===== src/rtl/flick_conditioner.sv =====
// Button conditioner for the lamp flasher: 2-FF sync, 4-state debounce, press pulse and
// a flick latch held until the flasher's stage moves or a timeout. Option: FLICK_LEVEL_PASS_EN.
module flick_conditioner #(
  parameter int DB_CYCLES   = 16,
  parameter int HOLD_CYCLES = 64
) (
  input  logic       clk,
  input  logic       rst,
  input  logic       btn_raw,
  input  logic [2:0] stage,
  output logic       btn_level,
  output logic       press_pulse,
  output logic       flick
);

  localparam int CW = (DB_CYCLES > 2) ? $clog2(DB_CYCLES) : 1;
  localparam int HW = (HOLD_CYCLES > 1) ? $clog2(HOLD_CYCLES) : 1;
  localparam logic [CW-1:0] CNT_LAST  = CW'(DB_CYCLES - 1);
  localparam logic [HW-1:0] HOLD_LAST = HW'(HOLD_CYCLES - 1);

  typedef enum logic [1:0] {DB_LOW, DB_RISE, DB_HIGH, DB_FALL} db_state_t;

  db_state_t     state_q, state_d;
  logic [CW-1:0] cnt_q, cnt_d;
  logic          sync1, btn_s;
  logic          level_d, pulse_d;
  logic [2:0]    stage_q;
  logic          latch_q;
  logic [HW-1:0] hold_q;
  logic          stage_chg;

  always_ff @(posedge clk or negedge rst) begin
    if (!rst) begin
      sync1 <= 1'b0;
      btn_s <= 1'b0;
    end else begin
      sync1 <= btn_raw;
      btn_s <= sync1;
    end
  end

  always_ff @(posedge clk or negedge rst) begin
    if (!rst) begin
      state_q     <= DB_LOW;
      cnt_q       <= '0;
      btn_level   <= 1'b0;
      press_pulse <= 1'b0;
    end else begin
      state_q     <= state_d;
      cnt_q       <= cnt_d;
      btn_level   <= level_d;
      press_pulse <= pulse_d;
    end
  end

  // cnt is cleared on every state exit, so it can never run past CNT_LAST
  always_comb begin
    state_d = state_q;
    cnt_d   = cnt_q;
    level_d = btn_level;
    pulse_d = 1'b0;
    case (state_q)
      DB_LOW: begin
        if (btn_s) begin
          state_d = DB_RISE;
          cnt_d   = '0;
        end
      end
      DB_RISE: begin
        if (!btn_s) begin
          state_d = DB_LOW;
          cnt_d   = '0;
        end else if (cnt_q == CNT_LAST) begin
          state_d = DB_HIGH;
          cnt_d   = '0;
          level_d = 1'b1;
          pulse_d = 1'b1;
        end else begin
          cnt_d = cnt_q + CW'(1);
        end
      end
      DB_HIGH: begin
        if (!btn_s) begin
          state_d = DB_FALL;
          cnt_d   = '0;
        end
      end
      DB_FALL: begin
        if (btn_s) begin
          state_d = DB_HIGH;
          cnt_d   = '0;
        end else if (cnt_q == CNT_LAST) begin
          state_d = DB_LOW;
          cnt_d   = '0;
          level_d = 1'b0;
        end else begin
          cnt_d = cnt_q + CW'(1);
        end
      end
      default: begin
        state_d = DB_LOW;
        cnt_d   = '0;
        level_d = 1'b0;
      end
    endcase
  end

  assign stage_chg = (stage != stage_q);

  // a fresh press outranks consumption/timeout so a new request is never lost
  always_ff @(posedge clk or negedge rst) begin
    if (!rst) begin
      stage_q <= 3'd0;
      latch_q <= 1'b0;
      hold_q  <= '0;
    end else begin
      stage_q <= stage;
      if (press_pulse) begin
        latch_q <= 1'b1;
        hold_q  <= '0;
      end else if (latch_q) begin
        if (stage_chg || hold_q == HOLD_LAST) begin
          latch_q <= 1'b0;
          hold_q  <= '0;
        end else begin
          hold_q <= hold_q + HW'(1);
        end
      end
    end
  end

`ifdef FLICK_LEVEL_PASS_EN
  assign flick = latch_q | btn_level;
`else
  assign flick = latch_q;
`endif

endmodule


===== config.mk =====
export PLATFORM = sky130hd
export DESIGN_NAME = flick_conditioner
export DESIGN_NICKNAME = d
export VERILOG_FILES = /design/src/rtl/flick_conditioner.sv
export SDC_FILE = /design/constraint.sdc
export NUM_CORES = 1
export LEC_CHECK = 0
export CAP_MARGIN = 10
export CELL_PAD_IN_SITES_DETAIL_PLACEMENT = 1
export CELL_PAD_IN_SITES_GLOBAL_PLACEMENT = 1
export CORE_UTILIZATION = 39
export DETAILED_ROUTE_END_ITERATION = 8
export HOLD_SLACK_MARGIN = 0.12
export PLACE_DENSITY_LB_ADDON = 0.3
export SYNTH_ARGS = -nofsm -noshare
export SYNTH_HDL_FRONTEND = slang
export SYNTH_SLANG_ARGS = --single-unit

===== constraint.sdc =====
create_clock -name clk -period 1.2 [get_ports clk]
set_input_delay 0.18 -clock clk [delete_from_list [all_inputs] [get_ports clk]]
set_output_delay 0.18 -clock clk [all_outputs]
set_load 0.02 [all_outputs]

* Word level (Yosys, flattened, before mapping) *
Cells that the tools add are included.

word-level totals
  bits in registers = 20
  output and inout bits = 3

cells by class
  $add $sub $neg = 2
  eq/ne operators = 14
  mux-type cells = 27
  reduce and logical (&&, ||, !) cells = 7

operator list
  kind                 number
  $mux 4               5
  $mux 6               3
  $pmux 4 s4           1
  $mux 2               6
  $ne 2x2->1 const B   6
  $mux 1               10
  $pmux 2 s4           1
  $add 6x1->6 const B  1
  $eq 6x6->1 const B   1
  $ne 3x3->1 const B   2
  $reduce_and 5->1     1
  $add 4x1->4 const B  1
  $eq 2x2->1 const B   2
  $eq 4x4->1 const B   1
  $reduce_and 4->1     1
  $reduce_bool 2->1    2
  $ne 3x3->1           1
  $eq 2x1->1 const B   1
  $logic_not 2->1      1
  $pmux 1 s2           1
  $reduce_and 2->1     1
  $logic_or 1x1->1     1

* Longest topological paths before layout *
  depth in word-level cells = 5
  depth in mapped cells = 5

* Least setup slack after synthesis *
Ideal clock, no wire load.

  kind = register -> register
  start point = reg cnt_q[0]
  end point = reg btn_level
  setup time = 0.129 ns
  arrival = 1.053 ns
  setup slack = 0.018 ns
  cell stages (with the launch flop) = 5
  buffers on the path = 0
  cell sequence = dfrtp_1 -> ha_1 -> and4_1 -> a21oi_1 -> o21ai_0

on the way
  cells in the longest elaborated chain, start to end = 3

ends and longest elaborated chain
  what                                   RTL line  source
  start, declared                        24        logic [CW-1:0] cnt_q, cnt_d;
  start signal, assigned                 50        cnt_q <= cnt_d;
  $eq 4x4->1 (*)                         73, 92
  $ne 2x2->1 (no source line)            --
  $reduce_and 5->1 (no source line) (*)  --
  end signal, assigned                   51        btn_level <= level_d;
  end, declared                          11        output logic btn_level,

Every way passes the cells marked *; elsewhere a longest branch is shown, timed or not.
A chain may end at the register's enable or synchronous reset.

* Worst setup path in the final report *
  start point = reg stage_q[0]
  end point = reg hold_q[2]

on the way
  cells in the longest elaborated chain, start to end = 5

ends and longest elaborated chain
  what                    RTL line  source
  start, declared         27        logic [2:0] stage_q;
  start signal, assigned  117       stage_q <= stage;
  $ne 3x3->1              108       assign stage_chg = (stage != stage_q);
  $logic_or 1x1->1        122       if (stage_chg || hold_q == HOLD_LAST) begin
  $mux 6                  122
  $mux 6                  121       end else if (latch_q) begin
  $mux 6                  118       if (press_pulse) begin
  end signal, assigned    126       hold_q <= hold_q + HW'(1);
  end, declared           29        logic [HW-1:0] hold_q;

Every way passes these cells. The select of a mux whose other input is x is not followed.

==> Flow_metrics.wiki <==
{| class="wikitable"
! Metric !! Value
|-
| Status || complete, no violations
|-
| Number of warnings printed during yosys synthesis || 0
|-
| Growth of design area from synthesis to finish || 32.3%
|-
| Vias per cell || 5.01
|-
| Core region area || 2230 µm²
|-
| Number of max-cap violations || 0
|-
| DRC violations left || 0
|-
| Post-route setup slack || 16.2 ps
|-
| Die Height || 50.9 µm
|-
| Maximum achievable frequency || 845 MHz
|-
| Fraction of post-synthesis cell area in the top cell type by area || 53.8%
|-
| Post-detailed-placement half-perimeter wirelength || 1350 µm
|-
| Root Buffer Master || sky130_fd_sc_hd__clkbuf_4
|-
| Number of vias after detailed routing || 681
|-
| Number of synthesized flops with an enable pin || 0
|-
| Cell variety after synth || 26
|-
| Largest voltage drop on the vdd net || 0.844 mV
|-
| Critical path required time || 1440 ps
|-
| Capturing element type of the critical path || flop
|-
| First-pass GRT wire length || 3480 µm
|-
| Synthesized area divided by synthesized cell count || 10.8 µm²
|-
| Post-synthesis cell count || 86
|-
| Pin count of the biggest net entering global routing || 21
|-
| Worst Hold Slack || 208 ps
|-
| Total die area || 2590 µm²
|-
| Minimum clock period || 1180 ps
|-
| Vias in the first global route || 761
|-
| Share of final-layout standard cells stronger than drive strength 1 || 34.3%
|-
| Width of the die || 50.9 µm
|-
| First-pass iteration count of the detailed router || 3
|-
| Number of synthesized register bits || 20
|-
| Placer congestion estimate || 0.699
|-
| Register area share after synthesis || 53.8%
|-
| Net count after synthesis || 94
|-
| Remaining number of nets flagged by the antenna check after routing || 0
|-
| I/O Buffers || 8
|-
| Endpoints failing setup || 0
|-
| Filler Cell Count || 250
|-
| Worst endpoint data arrival time || 1420 ps
|-
| Max Slew Vio Count || 0
|-
| Starting utilization of the core area || 41.7%
|-
| Multi-input combinational cell area || 472 µm²
|-
| Hold Buf Count CTS || 0
|-
| Cell area power density || 1110 nW/µm²
|-
| Register Area || 502 µm²
|-
| Worst-Margin Slew || 310 ps
|-
| Antenna violations before repair || 0
|-
| Kind of start point of the critical path || flop
|-
| Pre-CTS WS || -177 ps
|-
| Combined global-route utilization of all metal layers || 18.8%
|-
| Aggregate global routing overflow || 0
|-
| Min-Delay Path Class || in -> async
|-
| Cell area after synthesis || 931 µm²
|-
| Unrepaired setup endpoints after global routing || true
|-
| Most numerous cell types in the synthesized netlist || sky130_fd_sc_hd__dfrtp_1 (20), sky130_fd_sc_hd__nand2_1 (15), sky130_fd_sc_hd__nor2_1 (6)
|-
| Net total in the final layout || 117
|-
| Critical path class || reg -> reg
|-
| Rows || 17
|-
| WL final || 1990 µm
|-
| Total clock sinks || 20
|-
| Worst Skew || 1.03 ps
|-
| Post-synth top area cell || sky130_fd_sc_hd__dfrtp_1
|-
| Critical path peak fanout || 5
|-
| Max Buffers Root-to-Sink || 2
|-
| Number of H-tree levels || 1
|-
| Worst relative slew slack || 79.2%
|-
| CTS clock-pin slew for the worst setup and hold paths || 120 ps
|-
| Top Ports || 9
|-
| Main synth FF type || sky130_fd_sc_hd__dfrtp_1
|-
| Post-route fraction of the period consumed by the critical path || 98.7%
|-
| Static Leakage || 0.000580 µW
|-
| Final count of hold timing violations || 0
|-
| Source-to-sink clock delay at the later pin of the worst-skew pair || 300 ps
|-
| Detailed-route wire length per cell || 14.6 µm
|-
| Antenna cell count || 0
|-
| Share of synthesized flip-flops with an asynchronous set or reset || 100%
|-
| Most frequent cell after synthesis || sky130_fd_sc_hd__dfrtp_1
|-
| Number of buffers created by CTS || 3
|-
| DRC violation total after the first TritonRoute iteration || 7
|-
| Clock tree from TritonCTS || built
|-
| Cell types occupying the most area after synthesis || sky130_fd_sc_hd__dfrtp_1 (54%), sky130_fd_sc_hd__nand2_1 (6.0%), sky130_fd_sc_hd__xor2_1 (4.7%), sky130_fd_sc_hd__xnor2_2 (3.5%), sky130_fd_sc_hd__ha_1 (2.7%)
|}
stage by stage:
step	total power (µW)	utilization [%]	area (µm²)	instances	setup TNS, ps
4_1_cts	1390	52.8	1180	135	0
2_1_floorplan	759	-	931	86	0
5_1_grt	1430	55.1	1230	136	-50.5
3_5_place_dp	819	50.0	1120	131	-1140
3_3_place_gp	812	50.0	1120	131	-848
6_report	1370	55.1	1230	136	0
cell usage in the layout, fill, tap and decap left out, drive strengths merged:
cell type,count
and4,1
bufinv,1
nand4,3
buf,12
a41o,1
ha,2
nor2,7
a21o,1
dfrtp,20
clkdlybuf4s50,5
clkdlybuf4s15,2
clkbuf,3
nand2b,1
inv,2
nand3,4
nor2b,2
nand4b,1
a21oi,4
o21ai,10
o22ai,1
xor2,5
nand2,15
xnor2,4
and3,1
final timing paths:
kind,startpoint,end,slack [ps],cells past startpoint
setup / recovery,stage_q[0],hold_q[2],20,3
hold / removal,rst,stage_q[1],210,2
setup reg to reg,stage_q[0],hold_q[2],20,3
hold reg to reg,sync1,btn_s,370,0
max in group asynchronous,rst,asynchronous set/reset pin,760,2
min in group clk,btn_raw,sync1,300,1
per-layer routing:
metal / global-route usage (%) / wire length (µm) / part of all wire [%] / up-vias
met5: 0 / 0 / 0 / -
met4: 5.56 / 0 / 0 / 0
met3: 3.87 / 54 / 2.7 / 0
met2: 33.6 / 1070 / 54 / 7
met1: 22.7 / 862 / 43 / 335
li1: - / - / - / 339
registers in the layout, summed over array words and instances, names as in the netlist, named ones only:
| signal | count |
|---|---|
| hold_q | 6 |
| cnt_q | 4 |
| stage_q | 3 |
| btn_level | 1 |
| btn_s | 1 |
| flick | 1 |
| press_pulse | 1 |
| state_q | 1 |
| sync1 | 1 |
logic make-up after synthesis:
kind of cell	share of synthesized area [%]
xor gates and xnor gates	10.1
buffers and inverters	1.34
AOI/OAI and AO/OA	10.5
and+or+nand+nor	21.6
adders and majority gates	2.69
DFF	53.8
where the power goes:
group / internal, µW / switching (µW) / leakage, µW / total (µW)
logic: 51.4 / 55.8 / 0.000321 / 107
registers: 690 / 16.4 / 0.000231 / 706
clock network: 337 / 218 / 0.0000279 / 555
cell type report:
| type | count | area share [%] |
|---|---|---|
| sequential | 20 | 40.8 |
| inverter | 2 | 0.610 |
| clock buffer | 3 | 1.83 |
| clock inverter | 1 | 2.44 |
| timing repair buffer | 19 | 13.2 |
| multi-input combinational | 63 | 38.3 |
| tap | 28 | 2.85 |
critical path, cell delays in order (launching register included):
cell	delay, ps
sky130_fd_sc_hd__dfrtp_1	430
sky130_fd_sc_hd__xnor2_2	310
sky130_fd_sc_hd__nand4_4	210
sky130_fd_sc_hd__o21ai_1	170
timing repair:
action | CTS | global route
setup endpoints to repair | 6 | 10
buffers inserted | 0 | 1
pin swaps | 0 | 7
resized for setup | 11 | 16
(Power assumes the default switching activity.)
